## src/rtl/ram_writer_serial_if.sv

```systemverilog
// Serial byte link plus local frame-RAM write port seen by ram_writer_serial.
// The master side drives sclk/sda; the slave side receives bytes and writes RAM.
interface ram_writer_serial_if #(
   parameter int ADDR_W = 16
);
   logic              sclk;
   logic              sda;
   logic [ADDR_W-1:0] ram_addr;
   logic [7:0]        ram_data;
   logic              ram_we;
   logic              frame_done;
   logic              gap_err;

   modport master (
      output sclk, sda,
      input  ram_addr, ram_data, ram_we, frame_done, gap_err
   );

   modport slave (
      input  sclk, sda,
      output ram_addr, ram_data, ram_we, frame_done, gap_err
   );
endinterface

```

## src/rtl/ram_writer_serial.sv

```systemverilog
// Receives LSB-first bytes (8 data slots + one zero gap slot) from the serial
// link and writes them sequentially into the frame RAM, wrapping at DEPTH.
module ram_writer_serial #(
   parameter int ADDR_W       = 16,
   parameter int DEPTH        = 8192,
   parameter int IDLE_TIMEOUT = 4096
) (
   input logic               clk,
   input logic               reset,
   ram_writer_serial_if.slave bus
);
   localparam int TW = $clog2(IDLE_TIMEOUT + 1);

   // sclk_sync[1] is the synchronized sclk, sclk_sync[2] its previous value
   logic [2:0]        sclk_sync;
   logic [1:0]        sda_sync;
   logic              sclk_fall;
   logic              sclk_edge;
   logic              fall_q;
   logic              sda_q;
   logic [3:0]        bit_cnt;
   logic [7:0]        shift;
   logic [ADDR_W-1:0] wr_ptr;
   logic [TW-1:0]     idle_cnt;
   logic [ADDR_W-1:0] ram_addr_q;
   logic [7:0]        ram_data_q;
   logic              ram_we_q;
   logic              frame_done_q;
   logic              gap_err_q;

   assign sclk_fall = sclk_sync[2] & ~sclk_sync[1];
   assign sclk_edge = sclk_sync[2] ^ sclk_sync[1];

   // The fall event and its data bit are registered together, giving the
   // edge stage between the synchronizers and the output registers.
   always_ff @(posedge clk or negedge reset) begin
      if (!reset) begin
         sclk_sync <= 3'b000;
         sda_sync  <= 2'b00;
         fall_q    <= 1'b0;
         sda_q     <= 1'b0;
      end else begin
         sclk_sync <= {sclk_sync[1:0], bus.sclk};
         sda_sync  <= {sda_sync[0], bus.sda};
         fall_q    <= sclk_fall;
         sda_q     <= sda_sync[1];
      end
   end

   always_ff @(posedge clk or negedge reset) begin
      if (!reset) begin
         idle_cnt <= '0;
      end else if (sclk_edge) begin
         idle_cnt <= '0;
      end else if (idle_cnt != TW'(IDLE_TIMEOUT)) begin
         idle_cnt <= idle_cnt + TW'(1);
      end
   end

   // A saturated idle timer realigns to slot 0; it is always 0 while fall_q
   // is set, so a sampled bit never races a realignment.
   always_ff @(posedge clk or negedge reset) begin
      if (!reset) begin
         bit_cnt      <= 4'd0;
         shift        <= 8'h00;
         wr_ptr       <= '0;
         ram_addr_q   <= '0;
         ram_data_q   <= 8'h00;
         ram_we_q     <= 1'b0;
         frame_done_q <= 1'b0;
         gap_err_q    <= 1'b0;
      end else begin
         ram_we_q     <= 1'b0;
         frame_done_q <= 1'b0;
         gap_err_q    <= 1'b0;
         if (fall_q) begin
            if (bit_cnt != 4'd8) begin
               shift[bit_cnt[2:0]] <= sda_q;
               bit_cnt             <= bit_cnt + 4'd1;
            end else if (!sda_q) begin
               ram_data_q   <= shift;
               ram_addr_q   <= wr_ptr;
               ram_we_q     <= 1'b1;
               frame_done_q <= (wr_ptr == ADDR_W'(DEPTH - 1));
               wr_ptr       <= (wr_ptr == ADDR_W'(DEPTH - 1)) ? '0 : wr_ptr + ADDR_W'(1);
               bit_cnt      <= 4'd0;
            end else begin
               gap_err_q <= 1'b1;
               bit_cnt   <= 4'd0;
            end
         end else if (idle_cnt == TW'(IDLE_TIMEOUT)) begin
            bit_cnt <= 4'd0;
            shift   <= 8'h00;
         end
      end
   end

   assign bus.ram_addr   = ram_addr_q;
   assign bus.ram_data   = ram_data_q;
   assign bus.ram_we     = ram_we_q;
   assign bus.frame_done = frame_done_q;
   assign bus.gap_err    = gap_err_q;
endmodule

```

## src/flat_wrapper.sv

```systemverilog
// flat-port wrapper written by rule: the top's interface ports become plain ports
module ram_writer_serial_flat 
#(
   parameter int ADDR_W       = 16,
   parameter int DEPTH        = 8192,
   parameter int IDLE_TIMEOUT = 4096
)
  (clk, reset, bus_sclk, bus_sda, bus_ram_addr, bus_ram_data, bus_ram_we, bus_frame_done, bus_gap_err);
  ram_writer_serial_if #(.ADDR_W(ADDR_W)) bus_i ();
  input logic clk;
  input logic reset;
  input wire logic [$bits(bus_i.sclk)-1:0] bus_sclk;
  input wire logic [$bits(bus_i.sda)-1:0] bus_sda;
  output wire logic [$bits(bus_i.ram_addr)-1:0] bus_ram_addr;
  output wire logic [$bits(bus_i.ram_data)-1:0] bus_ram_data;
  output wire logic [$bits(bus_i.ram_we)-1:0] bus_ram_we;
  output wire logic [$bits(bus_i.frame_done)-1:0] bus_frame_done;
  output wire logic [$bits(bus_i.gap_err)-1:0] bus_gap_err;
  assign bus_i.sclk = bus_sclk;
  assign bus_i.sda = bus_sda;
  assign bus_ram_addr = bus_i.ram_addr;
  assign bus_ram_data = bus_i.ram_data;
  assign bus_ram_we = bus_i.ram_we;
  assign bus_frame_done = bus_i.frame_done;
  assign bus_gap_err = bus_i.gap_err;
  ram_writer_serial #(.ADDR_W(ADDR_W), .DEPTH(DEPTH), .IDLE_TIMEOUT(IDLE_TIMEOUT)) u_core (.clk(clk), .reset(reset), .bus(bus_i));
endmodule
```

## config.mk

```make
export PLATFORM = sky130hd
export DESIGN_NAME = ram_writer_serial_flat
export DESIGN_NICKNAME = d
export VERILOG_FILES = /design/src/rtl/ram_writer_serial_if.sv /design/src/rtl/ram_writer_serial.sv /design/src/flat_wrapper.sv
export SDC_FILE = /design/constraint.sdc
export NUM_CORES = 1
export LEC_CHECK = 0
export BUFFER_PORTS_ARGS = -buffer_cell sky130_fd_sc_hd__buf_2
export CAP_MARGIN = 20
export CORE_MARGIN = 2
export CORE_UTILIZATION = 55
export DETAILED_ROUTE_END_ITERATION = 7
export PLACE_DENSITY = 0.84
export REMOVE_ABC_BUFFERS = 1
export SLEW_MARGIN = 15
export SYNTH_ARGS = -nofsm -noshare
export SYNTH_HDL_FRONTEND = slang
export SYNTH_SLANG_ARGS = --single-unit
```

## constraint.sdc

```tcl
create_clock -name clk -period 2.2 [get_ports clk]
set_clock_uncertainty 0.05 [all_clocks]
set_input_delay 0.11 -clock clk [delete_from_list [all_inputs] [get_ports clk]]
set_output_delay 0.11 -clock clk [all_outputs]
set_load 0.1 [all_outputs]
```

## Word level (Yosys, flattened, before mapping)

Cells that the tools add are included.

| storage, ports and cells | value |
|---|---|
| bits in latches | 0 |
| memories | 0 |
| memory bits (read-only) | 0 |
| register bits after elaboration | 75 |
| input bits | 4 |
| bits in writable memories | 0 |
| word-level logic and storage cells | 54 |

| cells by class | value |
|---|---|
| equal/unequal tests | 5 |
| $lt $le $gt $ge | 2 |
| multiplexer cells | 21 |
| shift operators | 0 |
| div/mod/pow operators | 0 |
| bitwise operators | 5 |
| add/sub/neg operators | 3 |
| $mul | 0 |
| reduce and logical (&&, ||, !) cells | 5 |

Operator list:

| operator | count |
|---|---|
| $mux W13 | 2 |
| $mux W8 | 3 |
| $add A16 B1 Y16 const B | 1 |
| $eq A16 B13 Y1 const B | 1 |
| $mux W16 | 1 |
| $add A13 B1 Y13 const B | 1 |
| $eq A13 B13 Y1 const B | 1 |
| $ne A13 B13 Y1 const B | 1 |
| $mux W4 | 3 |
| $mux W1 | 10 |
| $bwmux W8 | 1 |
| $add A4 B1 Y4 const B | 1 |
| $lt A3 B4 Y1 const B | 1 |
| $ne A4 B4 Y1 const B | 1 |
| $reduce_bool A2 Y1 | 2 |
| $demux W1 S3 | 1 |
| $ge A3 B1 Y1 const B | 1 |
| $not A1 Y1 | 3 |
| $reduce_and A3 Y1 | 1 |
| $ne A2 B2 Y1 const B | 1 |
| $reduce_and A2 Y1 | 1 |
| $and A1 B1 Y1 | 1 |
| $logic_and A1 B1 Y1 | 1 |
| $xor A1 B1 Y1 | 1 |

## Longest topological paths before layout

| depth | value |
|---|---|
| depth in word-level cells | 7 |
| mapped depth | 8 |
| mapped depth without buffers | 7 |

## Worst setup path before layout

No wires, ideal clock.

| timing path | value |
|---|---|
| kind | register -> register |
| from | register u_core.bit_cnt[0] |
| to | register u_core.ram_addr_q[0], in the netlist u_core.bus.ram_addr[0] |
| slack | 201 ps |
| arrival time | 1823 ps |
| required time | 2024 ps |
| library setup time | 126 ps |
| cell stages (with the launch flop) | 8 |
| cell sequence | dfrtp_1 -> clkbuf_1 -> inv_1 -> ha_1 -> nand4b_4 -> nand2b_4 -> buf_2 -> mux2_2 |

| on the way | value |
|---|---|
| word-level cells in the longest chain between the ends | 3 |

Ends and longest elaborated chain:

| what | RTL line | source |
|---|---|---|
| start: declaration | ram_writer_serial.sv:21 | `logic [3:0] bit_cnt;` |
| start signal: assignment | ram_writer_serial.sv:79 | `bit_cnt <= bit_cnt + 4'd1;` |
| $ne A4 B4 Y1 | ram_writer_serial.sv:77 | `if (bit_cnt != 4'd8) begin` |
| $not A1 Y1 (no line) | n/a |  |
| $reduce_and A3 Y1 (no line) | n/a |  |
| end signal: assignment | ram_writer_serial.sv:82 | `ram_addr_q <= wr_ptr;` |
| end: declaration | ram_writer_serial.sv:25 | `logic [ADDR_W-1:0] ram_addr_q;` |

No other way between the ends.
A chain may end at the register's enable or synchronous reset.

## Worst setup path after layout

| timing path | value |
|---|---|
| from | register u_core.bit_cnt[0] |
| to | register u_core.wr_ptr[0] |

| on the way | value |
|---|---|
| word-level cells in the longest chain between the ends | 3 |

Ends and longest elaborated chain:

| what | RTL line | source |
|---|---|---|
| $ne A4 B4 Y1 | ram_writer_serial.sv:77 |  |
| $not A1 Y1 (no line) | n/a |  |
| $reduce_and A3 Y1 (no line) | n/a |  |
| end signal: assignment | ram_writer_serial.sv:85 | `wr_ptr <= (wr_ptr == ADDR_W'(DEPTH - 1)) ? '0 : wr_ptr + ADDR_W'(1);` |
| end: declaration | ram_writer_serial.sv:23 | `logic [ADDR_W-1:0] wr_ptr;` |

No other way between the ends.

==> results by group <==
Global route
  – All-Layer GR Usage: 20.0%
  – GRT Residual Overflow: 0
  – Vias in the first global route: 2187
  – First-pass GRT wire length: 10.1 mm
  – Initial antenna violation count: 0
  – Largest net degree at the start of global routing: 47

Cells and area
  – Post-route cell area: 3830 um^2
  – Share of post-route cells with drive strength above 1: 27.8%
  – # fillers: 445
  – Inserted Diodes: 0
  – Non-filler cells, final: 399
  – Area delta synth->final: 13.6%
  – Area of the multi-input gates: 1400 um^2
  – Register area: 1880 um^2
  – Final nets: 329

Power
  – Pwr/cell area: 872 nW/um^2
  – Max IR drop VDD: 703 uV
  – Power, Total: 3.34 mW
  – Leakage: 1.92 nW

STA
  – Worst slew margin: 56.0%
  – Fmax: 508 MHz
  – Tcrit/Tclk final: 89.6%
  – Hold_ws: 256 ps
  – Final Hold Viols: 0
  – Fin Setup TNS: 0 ps
  – Pins Over Slew Limit: 0
  – Tmin final: 1970 ps
  – RSZ-0062 raised after global routing: false
  – Slew @ Worst Pin: 660 ps
  – Final setup violation count: 0

Floorplan
  – Die ar.: 6780 um^2
  – Rows: 28
  – Io pins: 31
  – Initial Utilization: 57.0%
  – Core region area: 5920 um^2
  – Die height: 82.3 um
  – Die X: 82.3 um

Detailed routing
  – DR vias/cell: 5.61
  – Detail Route Antenna Nets: 0
  – Wire per inst: 15.1 um
  – Vias: 2240
  – Drt first-iter violations: 173
  – Pre-Repair DR Iteration Count: 4
  – Detailed Route WL: 6.03 mm
  – Residual DRC: 0

Clock network
  – CTS Root Cell: clkbuf_8
  – Post CTS Setup Buffer Count: 0
  – Clk sinks: 75
  – Clock Tree Buf Depth: 2
  – CTS clock-pin slew for the worst setup and hold paths: 90 ps
  – Clk_lat worst skew: 360 ps
  – CTS tree: built
  – H-Tree Depth: 3
  – Number of CTS-inserted buffers: 9

Synthesis
  – Yosys Warn Count: 0
  – Prevailing post-synth register cell: dfrtp_1
  – Register area share after synthesis: 55.6%
  – Cells after Synth: 280
  – Unique masters post-synth: 47
  – Async S/R FF share, synth: 100%
  – Mapped cell area: 3370 um^2
  – EDFF count, synth: 0
  – Syn Area/Cell: 12.1 um^2
  – Synth Register Bits: 75

Critical path
  – Crit path from: u_core.bit_cnt[0]$_DFFE_PN0P_
  – Reg2Reg Launch Point: u_core.bit_cnt[0]$_DFFE_PN0P_
  – Worst Reg-to-Reg Cells: 7
  – Setup crit end kind: flip-flop
  – Reg2reg setup slack: 230 ps
  – Crit path kind: reg2reg
  – CP arrival: 2220 ps
  – Critical Path Start Type: flip-flop
  – Reg2Reg Capture Point: u_core.wr_ptr[0]$_DFFE_PN0P_
  – Setup crit end: u_core.wr_ptr[0]$_DFFE_PN0P_
  – Critical path peak fanout: 17
  – CP required: 2450 ps

Placement
  – DP Area: 3620 um^2
  – Routability cong.: 0.871
  – HPWL after detailed placement: 4.14 mm
  – DP Cell Count: 380
  – Port-buffer cells: 30

Outcome
  – Status: completed

Run
  – Max cap viols: 0

Worst hold path
  – Worst hold path class: in2async
## repair_timing
action / 4_1_cts / 5_1_grt
hold buffers: 3 / 0
hold endpoints to repair: 31 / 0
resized for setup: 0 / 0
## synthesized netlist by cell type (4+ instances only)
master / number / area (um^2)
nand3_1: 17 / 85.1
nor4_1: 4 / 25.0
a22o_1: 8 / 70.1
nor2_1: 7 / 26.3
nand4_1: 6 / 37.5
nand2_1: 22 / 82.6
o21ai_0: 10 / 50.1
dfrtp_1: 75 / 1880
and3_1: 4 / 25.0
ha_1: 6 / 75.1
clkbuf_1: 4 / 15.0
buf_2: 4 / 20.0
mux2_2: 26 / 293
xor2_1: 6 / 52.6
and2_1: 11 / 68.8
nor3_1: 4 / 20.0
inv_1: 10 / 37.5
xnor2_1: 16 / 140
## metal layers
layer  vias up  GRT usage (%)  share of wire [%]
met5         -              0                  0
met4         0           7.67                1.7
met3        10           6.85                3.6
met2        51           31.9                 49
met1      1111           25.2                 45
li1       1068              -                  -
## state kept, by name, summed over array words and instances, names as in the netlist
register	cells
u_core.bus.ram_addr	16
u_core.bus.gap_err	1
u_core.sclk_sync	3
u_core.shift	8
u_core.wr_ptr	16
u_core.sda_q	1
u_core.sda_sync	2
u_core.bus.ram_we	1
u_core.fall_q	1
u_core.bit_cnt	4
u_core.idle_cnt	13
u_core.bus.ram_data	8
u_core.bus.frame_done	1
## cells by family after synthesis
family / count (synthesis) / share of synthesized area (%)
buffers and inverters: 22 / 2.93
and+or+nand+nor: 95 / 17.5
DFF: 75 / 55.6
xor gates and xnor gates: 22 / 5.71
AOI/OAI and AO/OA: 33 / 7.05
adders and majority gates: 6 / 2.22
muxes: 27 / 8.97
## placed cells by master, fill, tap and decap left out, types with 3 or more instances in the layout
master / count
a21boi_0: 3
a22o_1: 8
and2_1: 11
and3_1: 4
buf_2: 30
buf_4: 5
clkbuf_8: 10
clkinvlp_4: 4
dfrtp_1: 75
dlygate4sd3_1: 3
ha_1: 6
inv_1: 10
mux2_2: 26
nand2_1: 22
nand3_1: 17
nand3b_1: 3
nand4_1: 6
nor2_1: 7
nor3_1: 4
nor4_1: 4
o21ai_0: 10
xnor2_1: 16
xor2_1: 6
## worst max-delay path: stages, from the launching register on
cell and delay [ps]:
dfrtp_1 390, inv_1 100, ha_1 280, nand4b_4 210, nand2b_4 230, buf_4 220
a41oi_1 240, mux2_2 200
## final cells by class
class	count	share of cell area (%)
clock inverter	6	1.24
sequential	75	49.0
timing repair buffer	39	6.20
multi-input combinational	183	36.5
clock buffer	10	3.59
tap	75	2.45
inverter	11	1.08
## metrics by stage
step           util [%]  setup slack [ps]
6_report           64.8               230
5_1_grt            64.8              92.3
4_1_cts            64.8               230
3_5_place_dp       61.1               239
3_3_place_gp       61.1               291
2_1_floorplan         -               244
## report_power, final
| part | switching (mW) | internal, mW | total [mW] | leakage [nW] |
|---|---|---|---|---|
| combinational | 0.437 | 0.279 | 0.715 | 0.817 |
| sequential | 0.127 | 1.52 | 1.64 | 1.02 |
| clock | 0.535 | 0.447 | 0.982 | 0.0815 |
| total | 1.10 | 2.24 | 3.34 | 1.92 |
## how the worst min path moves through the flow
stage	from	to	slack, ps	depth (start not counted)
4_1_cts	reset	u_core.bus.ram_addr[2]$_DFFE_PN0P_	280	2
3_3_place_gp	reset	u_core.bus.ram_addr[0]$_DFFE_PN0P_	120	1
3_5_place_dp	reset	u_core.bus.ram_addr[0]$_DFFE_PN0P_	130	1
2_1_floorplan	reset	u_core.bit_cnt[0]$_DFFE_PN0P_	-240	0
5_1_grt	u_core.sda_sync[0]$_DFF_PN0_	u_core.sda_sync[1]$_DFF_PN0_	310	0
6_report	reset	u_core.bus.ram_addr[2]$_DFFE_PN0P_	260	2
Note: power is estimated with default switching activity, not from simulation.
